[src/rtl/lsu_ctrl.sv]
// lsu_ctrl: load/store controller between MEM stage and byte-masked data memory.
// Ports: i_req_* request handshake, o_resp_* response handshake, o_mem_*/i_mem_rdata memory side.
module lsu_ctrl #(
    parameter int MEM_BYTES     = 2048,
    parameter int MISALIGN_TRAP = 0
) (
    input  logic        i_clk,
    input  logic        i_reset,
    input  logic        i_req_valid,
    output logic        o_req_ready,
    input  logic        i_req_we,
    input  logic [2:0]  i_req_func3,
    input  logic [15:0] i_req_addr,
    input  logic [31:0] i_req_wdata,
    output logic        o_resp_valid,
    input  logic        i_resp_ready,
    output logic [31:0] o_resp_rdata,
    output logic        o_resp_err,
    output logic [2:0]  o_mem_func3,
    output logic [15:0] o_mem_addr,
    output logic [31:0] o_mem_wdata,
    output logic [3:0]  o_mem_bmask_align,
    output logic [3:0]  o_mem_bmask_misalign,
    output logic        o_mem_wren,
    output logic        o_mem_rden,
    input  logic [31:0] i_mem_rdata
);

    localparam logic [16:0] LP_LIMIT = 17'(MEM_BYTES);
    localparam bit          LP_TRAP  = (MISALIGN_TRAP != 0);

    typedef enum logic [1:0] {
        S_IDLE,
        S_ISSUE,
        S_LOAD_WAIT,
        S_RESP
    } state_t;

    state_t      r_state;
    state_t      w_next;
    logic        r_we;
    logic [2:0]  r_func3;
    logic [15:0] r_addr;
    logic [31:0] r_wdata;
    logic [31:0] r_rdata;
    logic        r_err;

    logic        w_legal;
    logic [2:0]  w_size_m1;
    logic [16:0] w_last;
    logic        w_oob;
    logic        w_misalign;
    logic        w_req_err;
    logic [7:0]  w_base;
    logic [7:0]  w_lanes;

    // Request decode, evaluated on the incoming request in IDLE.
    always_comb begin
        w_legal = 1'b0;
        case (i_req_func3)
            3'b000, 3'b001, 3'b010: w_legal = 1'b1;
            3'b100, 3'b101:         w_legal = ~i_req_we;
            default:                w_legal = 1'b0;
        endcase
    end

    always_comb begin
        w_size_m1 = 3'd3;
        case (i_req_func3[1:0])
            2'b00:   w_size_m1 = 3'd0;
            2'b01:   w_size_m1 = 3'd1;
            default: w_size_m1 = 3'd3;
        endcase
    end

    // 17-bit sum so an access near 0xFFFF cannot wrap back in range.
    assign w_last     = {1'b0, i_req_addr} + {14'd0, w_size_m1};
    assign w_oob      = (w_last >= LP_LIMIT);
    assign w_misalign = ((i_req_func3[1:0] == 2'b01) & i_req_addr[0])
                      | ((i_req_func3[1:0] == 2'b10) & (i_req_addr[1:0] != 2'b00));
    assign w_req_err  = ~w_legal | w_oob | (LP_TRAP & w_misalign);

    // Byte lanes of the access, shifted by the offset; the upper
    // nibble spills into the following word.
    always_comb begin
        w_base = 8'h00;
        case (r_func3[1:0])
            2'b00:   w_base = 8'h01;
            2'b01:   w_base = 8'h03;
            2'b10:   w_base = 8'h0F;
            default: w_base = 8'h00;
        endcase
    end

    assign w_lanes = w_base << r_addr[1:0];

    always_comb begin
        w_next               = r_state;
        o_req_ready          = 1'b0;
        o_resp_valid         = 1'b0;
        o_mem_wren           = 1'b0;
        o_mem_rden           = 1'b0;
        o_mem_bmask_align    = 4'b0000;
        o_mem_bmask_misalign = 4'b0000;
        unique case (r_state)
            S_IDLE: begin
                o_req_ready = 1'b1;
                if (i_req_valid) begin
                    w_next = w_req_err ? S_RESP : S_ISSUE;
                end
            end
            S_ISSUE: begin
                o_mem_bmask_align    = w_lanes[3:0];
                o_mem_bmask_misalign = w_lanes[7:4];
                if (r_we) begin
                    o_mem_wren = 1'b1;
                    w_next     = S_RESP;
                end else begin
                    o_mem_rden = 1'b1;
                    w_next     = S_LOAD_WAIT;
                end
            end
            S_LOAD_WAIT: begin
                w_next = S_RESP;
            end
            S_RESP: begin
                o_resp_valid = 1'b1;
                if (i_resp_ready) begin
                    w_next = S_IDLE;
                end
            end
            default: begin
                w_next = S_IDLE;
            end
        endcase
    end

    always_ff @(posedge i_clk) begin
        if (i_reset) begin
            r_state <= S_IDLE;
            r_we    <= 1'b0;
            r_func3 <= 3'd0;
            r_addr  <= 16'd0;
            r_wdata <= 32'd0;
            r_rdata <= 32'd0;
            r_err   <= 1'b0;
        end else begin
            r_state <= w_next;
            if (r_state == S_IDLE && i_req_valid) begin
                r_we    <= i_req_we;
                r_func3 <= i_req_func3;
                r_addr  <= i_req_addr;
                r_wdata <= i_req_wdata;
                r_err   <= w_req_err;
                r_rdata <= 32'd0;
            end
            if (r_state == S_LOAD_WAIT) begin
                r_rdata <= i_mem_rdata;
            end
        end
    end

    assign o_resp_rdata = r_rdata;
    assign o_resp_err   = r_err;
    assign o_mem_func3  = r_func3;
    assign o_mem_addr   = r_addr;
    assign o_mem_wdata  = r_wdata;

endmodule

[config.mk]
export PLATFORM = sky130hd
export DESIGN_NAME = lsu_ctrl
export DESIGN_NICKNAME = d
export VERILOG_FILES = /design/src/rtl/lsu_ctrl.sv
export SDC_FILE = /design/constraint.sdc
export NUM_CORES = 1
export LEC_CHECK = 0
export CAP_MARGIN = 0
export CORE_ASPECT_RATIO = 1.4
export CORE_MARGIN = 2
export CORE_UTILIZATION = 36
export DETAILED_ROUTE_END_ITERATION = 8
export PLACE_DENSITY = 0.81
export SLEW_MARGIN = 10
export SYNTH_ARGS = -nofsm -noshare
export SYNTH_HDL_FRONTEND = slang
export SYNTH_SLANG_ARGS = --single-unit
[constraint.sdc]
create_clock -name i_clk -period 1.8 [get_ports i_clk]
set_input_delay 0.36 -clock i_clk [delete_from_list [all_inputs] [get_ports i_clk]]
set_output_delay 0.36 -clock i_clk [all_outputs]
set_load 0.05 [all_outputs]
# Yosys cells after proc, flatten, opt, wreduce, memory -nomap -nowiden
# Index checks and enable logic that the tools add are counted.
[classes]
muxes = 18
n_addsub = 1
bitwise_logic = 3
n_shift = 1
n_eq_ne = 12
magnitude_cmp = 1
reduce_logical = 9
[op_table]
columns = ["op", "n"]
rows = [
  ["32-bit two-way mux", 2],
  ["16-bit by 3-bit adder with 17-bit output", 1],
  ["17-bit by 12-bit >= comparator with 1-bit output (second input constant)", 1],
  ["4-bit case mux with 3 select lines", 1],
  ["4-bit two-way mux", 2],
  ["2-bit case mux with 4 select lines", 1],
  ["8-bit by 2-bit << shifter with 8-bit output", 1],
  ["1-bit two-way mux", 7],
  ["2-bit by 1-bit == test with 1-bit output (second input constant)", 3],
  ["2-bit == test (second input constant)", 3],
  ["3-bit == test (second input constant)", 2],
  ["2-bit zero test", 3],
  ["2-bit two-way mux", 3],
  ["2-bit != test (second input constant)", 2],
  ["2-bit case mux with 2 select lines", 1],
  ["3-bit by 1-bit == test with 1-bit output (second input constant)", 1],
  ["3-bit by 2-bit == test with 1-bit output (second input constant)", 1],
  ["3-bit zero test", 1],
  ["3-bit OR reduction", 1],
  ["1-bit inverter", 2],
  ["1-bit case mux with 2 select lines", 1],
  ["2-bit AND reduction", 1],
  ["2-bit nonzero test", 1],
  ["2-bit OR reduction", 1],
  ["2 further kinds", 2],
]
[word_totals]
elab_cells = 52
reg_bits = 87
in_bits = 88

# Longest topological paths before layout
# Gate-level depths: netlist of the first run.
[logic_depth]
depth_word = 8
ltp_mapped = 7

# Worst setup path before layout of the first run
# No wires, ideal clock.
[synth_path]
kind = "register to output"
startpoint = "register r_func3[0] (netlist: o_mem_func3[0])"
endpoint = "output o_mem_bmask_misalign[0]"
path_slack_ns = -1.046
path_buffers = 0
arrival_time_ns = 2.486
t_required_ns = 1.440
path_stages_with_launch = 5
cell_sequence = "dfxtp_1 -> inv_1 -> ha_1 -> nand2b_1 -> a311oi_1"
[synth_via]
elab_chain_len = 4
word_cells_on_any_way = 6
cone_classes = "2 x eq/ne; 1 x shift; 2 x mux; 1 x reduce/logical"
[synth_lines]
columns = ["element", "line_no", "text"]
rows = [
  ["start: declaration", "42", "logic [2:0] r_func3;"],
  ["start signal: assignment", "151", "r_func3 <= i_req_func3;"],
  ["2-bit == test, or another cell as far along", "87", "case (r_func3[1:0])"],
  ["4-bit case mux with 3 select lines (*)", "87", ""],
  ["8-bit by 2-bit << shifter with 8-bit output (*)", "95", "assign w_lanes = w_base << r_addr[1:0];"],
  ["4-bit two-way mux (*)", "105", "unique case (r_state)"],
  ["end: declaration", "23", "output logic [3:0] o_mem_bmask_misalign,"],
]
# Every way passes the cells marked *; elsewhere a longest branch is shown, timed or not.

# Worst setup path after layout of the first run
[layout_path]
startpoint = "register r_func3[0] (netlist: o_mem_func3[0])"
endpoint = "output o_mem_bmask_align[3]"
[layout_via]
elab_chain_len = 4
word_cells_on_any_way = 6
cone_classes = "2 x eq/ne; 1 x shift; 2 x mux; 1 x reduce/logical"
[layout_lines]
columns = ["element", "line_no", "text"]
rows = [
  ["2-bit == test, or another cell as far along", "87", ""],
  ["4-bit case mux with 3 select lines (*)", "87", ""],
  ["8-bit by 2-bit << shifter with 8-bit output (*)", "95", ""],
  ["4-bit two-way mux (*)", "105", ""],
  ["end: declaration", "22", "output logic [3:0] o_mem_bmask_align,"],
]
# Marks and branches as above.

==> impl_metrics.py, run 1 <==
metrics = {
    "floorplanning": {
        "die_w_um": 87.4,
        "io_pins": 184,
        "fp.dieH_um": 121,
        "core-area_sq_mm": 0.00946,
        "die_area_sq_mm": 0.0106,
        "rows": 42,
        "start_util": 0.371,
    },
    "timing": {
        "setup_viol": 5,
        "period_needed_ns": 1.95,
        "fin_tns_setup_ns": -0.591,
        "finalHoldViolCount": 0,
        "finalCritPeriodShare": 1.08,
        "drv_slew": 0,
        "fmax_ghz": 0.513,
        "rsz0062_at_grt": "true",
        "relSlewSlack": 0.617,
        "finalClockSkew_ns": 0.00761,
        "tightest_slew_ns": 0.575,
        "finalWorstSetupSlack_ns": -0.151,
    },
    "place": {
        "dp_slack_ns": -0.580,
        "portBuffers": 182,
        "place_area_sq_mm": 0.00550,
        "place_congestion": 0.842,
        "dp_cells": 709,
        "dp_hpwl_um": 7670,
    },
    "critical_path": {
        "required_ns": 1.44,
        "critPathLaunchType": "flop",
        "criticalPathCategory": "flop to primary output",
        "crit_arrival_ns": 1.59,
        "critPathMaxFanout": 3,
        "crit_path_end_kind": "primary output",
        "reg2reg_depth": 6,
    },
    "global_route": {
        "grt-ovfl-total": 0,
        "grt_max_degree": 65,
        "antenna_found_initial": 0,
        "grt_pass1_vias": 3648,
        "grt_pass1_wl_um": 16500,
        "grt_usage": 0.196,
    },
    "final_layout": {
        "syn_to_final_growth_pct": 69.3,
        "drive_above_1_share": 0.266,
        "fin_cells": 730,
        "nNetsFinal": 712,
        "n_antenna_cell": 0,
        "final_cell_area_sq_mm": 0.00594,
    },
    "yosys": {
        "yosysUniqueCellTypes": 35,
        "synth-seq-cells": 87,
        "synth_edf_count": 0,
        "yosys_most_used_dff": "dfxtp_1",
        "syn_inst": 438,
        "synth_area_leaders": "dfxtp_1 (50%), nand2_1 (15%), a21oi_1 (13%)",
        "syn_area_sq_mm": 0.00351,
        "synth.most_common_cell": "nand2_1",
        "netlist_top_cells_count": "nand2_1 (140), a21oi_1 (90), dfxtp_1 (87)",
        "synthArstFlopShare": 0,
        "netlist.area_leader.share": 0.496,
        "synth_area_per_cell_sq_um": 8.01,
        "yosys_warnings": 0,
        "ys_seq_area_frac": 0.496,
        "synth_nets": 535,
        "yosys.area.top_type": "dfxtp_1",
    },
    "clock_network": {
        "numClockSinks": 87,
        "cts.clk_slew.worst_paths_ns": 0.06,
        "clock_path_buffers": 2,
        "cts_tree": "done",
        "root_buffer": "clkbuf_16",
        "cts_buffers": 9,
        "htreeDepth": 3,
        "clk_latency_ns": 0.33,
    },
    "pwr": {
        "p_leak_nw": 2.41,
        "power_density_mw_per_mm2": 1450,
        "finalPower_mw": 8.64,
        "peakVddDrop_uv": 931,
    },
    "detailed_routing": {
        "vias": 3641,
        "drcViolationCount": 0,
        "drtPass1Iterations": 4,
        "final_antenna_net_count": 0,
        "drt_iter0_markers": 119,
        "routed_via_density": 4.99,
        "wl_um": 10400,
        "wl_per_cell_um": 14.3,
    },
    "outcome": {
        "status": "finished with violations",
        "violations": "negative setup slack",
    },
    "run": {
        "drv_cap": 0,
    },
    "min_path": {
        "hold_depth": 3,
        "hold_class": "primary input to flop",
    },
}
==> state kept, by name (all words and copies together), names as in the netlist <==
signal        count
o_mem_wdata      32
o_resp_rdata     32
o_mem_addr       16
o_mem_func3       3
r_state           2
o_resp_err        1
r_we              1
==> cells in the final DEF (no fill, tap or decap), types with 2 or more instances in the layout <==
| cell | count |
|---|---|
| inv_1 | 5 |
| dfxtp_2 | 4 |
| nand2_1 | 139 |
| and2_2 | 2 |
| clkbuf_16 | 9 |
| a211oi_1 | 2 |
| ha_1 | 4 |
| a21oi_1 | 86 |
| inv_2 | 4 |
| buf_4 | 94 |
| dfxtp_4 | 2 |
| buf_12 | 18 |
| dlymetal6s2s_1 | 2 |
| dfxtp_1 | 81 |
| clkbuf_8 | 2 |
| nand2b_4 | 3 |
| clkdlybuf4s50_1 | 82 |
| ha_4 | 4 |
| bufinv_16 | 2 |
| a21oi_2 | 3 |
| nand2b_1 | 2 |
| clkbuf_1 | 2 |
| nor2_1 | 4 |
| buf_6 | 2 |
| nand3b_1 | 33 |
==> timing repair <==
item | in CTS | in global routing
hold buffers | 0 | 0
resized for setup | 19 | 6
endpoints found under the hold margin | 0 | 0
buffers inserted | 5 | 0
setup endpoints to repair | 9 | 8
pin swaps | 8 | 8
==> path summary, 6_finish.rpt <==
check,to,startpoint,slack (ns)
hold / removal,o_mem_addr[0]$_SDFFE_PP0P_,i_req_addr[0],0.37
hold reg to reg,o_mem_wdata[18]$_SDFFE_PP0P_,o_mem_wdata[18]$_SDFFE_PP0P_,0.45
setup / recovery,o_mem_bmask_align[3],o_mem_func3[0]$_SDFFE_PP0P_,-0.15
setup reg to reg,r_state[1]$_SDFFE_PP0P_,r_state[0]$_SDFFE_PP0P_,0.19
==> critical path: stages (launching register included) <==
cell	delay (ns)
dfxtp_4	0.35
inv_2	0.04
ha_4	0.21
nor2b_4	0.13
nand3b_1	0.21
a21oi_4	0.17
buf_12	0.15
==> layer usage <==
layer  share of wire  GRT usage  vias to the layer above
met3           0.059     0.0491                       17
met2            0.54      0.360                      133
li1                -          -                     1800
met1            0.38      0.207                     1691
met5               0          0                        -
met4           0.019     0.0788                        0
==> cells by family (layout without fill, tap and decap cells) <==
kind of cell / after synthesis / in the layout / synth area share
other cells: 1 / 1 / 0.00107
fa+ha+maj: 9 / 9 / 0.0342
simple gates: 195 / 195 / 0.257
compound gates: 102 / 102 / 0.158
flops: 87 / 87 / 0.496
buf+inv: 44 / 226 / 0.0531
==> power breakdown <==
group / internal, mW / leakage, nW / switching (mW)
combinational: 1.48 / 1.54 / 2.60
sequential: 2.32 / 0.714 / 0.245
clock: 1.29 / 0.160 / 0.709
==> through the flow <==
stage / hold slack (ns) / util
after floorplan: 0.445 / -
after global placement: 0.443 / 0.581
after detailed placement: 0.448 / 0.581
after CTS: 0.457 / 0.626
after global routing: 0.381 / 0.628
final: 0.367 / 0.628
==> final cells by class <==
cell class / instances / area, sq um
flip-flops and latches: 87 / 1750
clock buffers: 13 / 260
well taps: 110 / 138
fillers: 800 / 3520
clock inverters: 3 / 65.1
multi-input cells: 307 / 1730
repair buffers: 201 / 1960
inverters: 9 / 33.8
No activity file was read; power rests on OpenSTA's default activity.
==> inputs of run 2 (changes only) <==
--- a/config.mk
+++ b/config.mk
@@ -5,7 +5,6 @@
 export SDC_FILE = /design/constraint.sdc
 export NUM_CORES = 1
 export LEC_CHECK = 0
-export CAP_MARGIN = 0
 export CORE_ASPECT_RATIO = 1.4
 export CORE_MARGIN = 2
 export CORE_UTILIZATION = 36
==> results of run 2 <==
Final layout, timing and power as in run 1 (identical DEF).
==> inputs of run 3 (changes only) <==
--- a/config.mk
+++ b/config.mk
@@ -7,9 +7,9 @@
 export LEC_CHECK = 0
 export CORE_ASPECT_RATIO = 1.4
 export CORE_MARGIN = 2
-export CORE_UTILIZATION = 36
+export CORE_UTILIZATION = 42
 export DETAILED_ROUTE_END_ITERATION = 8
-export PLACE_DENSITY = 0.81
+export PLACE_DENSITY = 0.89
 export SLEW_MARGIN = 10
 export SYNTH_ARGS = -nofsm -noshare
 export SYNTH_HDL_FRONTEND = slang
==> constraint.sdc (replaced) <==
create_clock -name i_clk -period 2.5 [get_ports i_clk]
set_input_delay 0.5 -clock i_clk [delete_from_list [all_inputs] [get_ports i_clk]]
set_output_delay 0.5 -clock i_clk [all_outputs]
set_load 0.05 [all_outputs]
==> impl_metrics.py, run 3 (synthesis gave the netlist of run 1 again) <==
metrics = {
    "place": {
        "dp_hpwl_um": 7760,
        "portBuffers": 182,
        "dp_cells": 696,
        "place_area_sq_mm": 0.00543,
        "place_congestion": 0.830,
    },
    "critical_path": {
        "required_ns": 2.00,
        "cp_cell_sequence": "ha_1 -> clkdlybuf4s50_1",
        "slowest_delay_ns": 0.83,
        "worst-r2r-setup-slack_ns": 0.82,
        "path_delay_family": "buffers and inverters",
        "r2r_end": "r_state[1]$_SDFFE_PP0P_",
        "slowest_stage": "clkdlybuf4s50_1",
        "worst-path-buf-inv": 1,
        "critPathMaxFanout": 5,
        "crit_arrival_ns": 1.79,
        "reg2reg_depth": 6,
        "criticalPathCategory": "flop to primary output",
        "critPathLaunchType": "flop",
        "crit_path_end_kind": "primary output",
        "r2r_start": "r_state[0]$_SDFFE_PP0P_",
    },
    "timing": {
        "tightest_slew_ns": 0.553,
        "drv_slew": 0,
        "fmax_ghz": 0.436,
        "period_needed_ns": 2.29,
        "setup_viol": 0,
        "relSlewSlack": 0.630,
        "finalHoldViolCount": 0,
        "finalCritPeriodShare": 0.917,
        "rsz0062_at_grt": "false",
        "finalClockSkew_ns": 0.00657,
    },
    "min_path": {
        "hold_class": "flop to flop",
        "min_to": "o_mem_wdata[31]$_SDFFE_PP0P_",
        "hold_depth": 2,
        "worstHoldStart": "o_mem_wdata[31]$_SDFFE_PP0P_",
    },
    "global_route": {
        "grt_pass1_wl_um": 16800,
        "grt_usage": 0.234,
        "grt_max_degree": 65,
        "antenna_found_initial": 0,
        "grt_pass1_vias": 3683,
        "grt-ovfl-total": 0,
    },
    "detailed_routing": {
        "final_antenna_net_count": 0,
        "drtPass1Iterations": 4,
        "vias": 3645,
        "wl_um": 10700,
        "wl_per_cell_um": 15.0,
        "drt_iter0_markers": 158,
        "routed_via_density": 5.12,
        "drcViolationCount": 0,
    },
    "final_layout": {
        "nNetsFinal": 702,
        "fin_cells": 712,
        "syn_to_final_growth_pct": 63.1,
        "final_cell_area_sq_mm": 0.00572,
        "mostFrequentLayoutCell": "clkdlybuf4s50_1",
        "final_cell_mix": "clkdlybuf4s50_1 (171), nand2_1 (139), a21oi_1 (89)",
        "drive_above_1_share": 0.0656,
        "n_antenna_cell": 0,
    },
    "pwr": {
        "peakVddDrop_uv": 668,
        "finalPower_mw": 5.89,
        "power_density_mw_per_mm2": 1030,
        "p_leak_nw": 2.11,
    },
    "clock_network": {
        "root_buffer": "clkbuf_16",
        "cts_hold_buf": 0,
        "cts_tree": "done",
        "cts.clk_slew.worst_paths_ns": 0.06,
        "cts_buffers": 9,
        "numClockSinks": 87,
        "clock_path_buffers": 2,
        "htreeDepth": 3,
        "clk_latency_ns": 0.33,
    },
    "floorplanning": {
        "io_pins": 184,
        "fp.dieH_um": 112,
        "core-area_sq_mm": 0.00815,
        "start_util": 0.431,
        "rows": 39,
        "die_w_um": 81.2,
        "die_area_sq_mm": 0.00911,
    },
    "run": {
        "drv_cap": 0,
    },
    "outcome": {
        "status": "completed",
    },
}
==> run 3: changes by cell type in the layout (fill, tap and decap cells not counted), moves of 4 or more <==
cell,previous run,this run
inv_1,5,9
dfxtp_2,4,0
inv_2,4,0
dfxtp_1,81,87
clkdlybuf4s50_1,82,171
ha_4,4,0
buf_12,18,5
buf_4,94,11
ha_1,4,8
==> run 3: layer usage <==
layer  vias up  wire length, um  global-route usage
li1       1774                -                   -
met1      1691             3850               0.239
met4         0              320               0.113
met5         -                0                   0
met2       152             5770               0.427
met3        28              718              0.0643
==> run 3: where the power goes <==
group | total [mW] | switching [mW] | internal [mW]
Clock | 1.30 | 0.500 | 0.796
Combinational | 2.78 | 1.81 | 0.962
Sequential | 1.82 | 0.160 | 1.66
==> run 3: area by class of cell <==
type | instances | area (sq um)
inverter | 9 | 33.8
clock buffer | 12 | 246
fill | 589 | 2430
tap | 102 | 128
sequential | 87 | 1740
timing repair buffer | 191 | 1930
clock inverter | 4 | 45.0
multi-input combinational | 307 | 1600
==> run 3: repair_timing <==
action | 4_1_cts | 5_1_grt
setup buffers | 0 | 0
setup endpoints to repair | 2 | 1
resized for setup | 2 | 1
==> run 3: tightest hold or removal path, cell delays in order (launching register included) <==
cell	delay, ns
dfxtp_1	0.30
nand2_1	0.05
a21oi_1	0.05
==> run 3: per-stage QoR <==
stage / util / hold WS [ns] / setup WS, ns / setup TNS [ns]
floorplan: - / 0.445 / -0.0343 / -0.0343
global placement: 0.667 / 0.442 / -0.0266 / -0.0266
detailed placement: 0.667 / 0.446 / -0.0631 / -0.0822
CTS: 0.702 / 0.455 / 0.0347 / 0
global route: 0.702 / 0.469 / 0.112 / 0
finish: 0.702 / 0.452 / 0.207 / 0
==> run 3: worst max-delay path by stage <==
stage | start | end | slack (ns) | cells after the start
after global placement | i_req_func3[0] | r_state[1]$_SDFFE_PP0P_ | -0.03 | 8
after global routing | o_mem_func3[0]$_SDFFE_PP0P_ | o_mem_bmask_align[3] | 0.11 | 6
after detailed placement | i_req_func3[0] | r_state[1]$_SDFFE_PP0P_ | -0.06 | 8
after floorplan | o_mem_func3[0]$_SDFFE_PP0P_ | o_mem_bmask_misalign[0] | -0.03 | 4
after CTS | r_state[1]$_SDFFE_PP0P_ | o_req_ready | 0.03 | 3
final | r_state[0]$_SDFFE_PP0P_ | o_resp_valid | 0.21 | 2
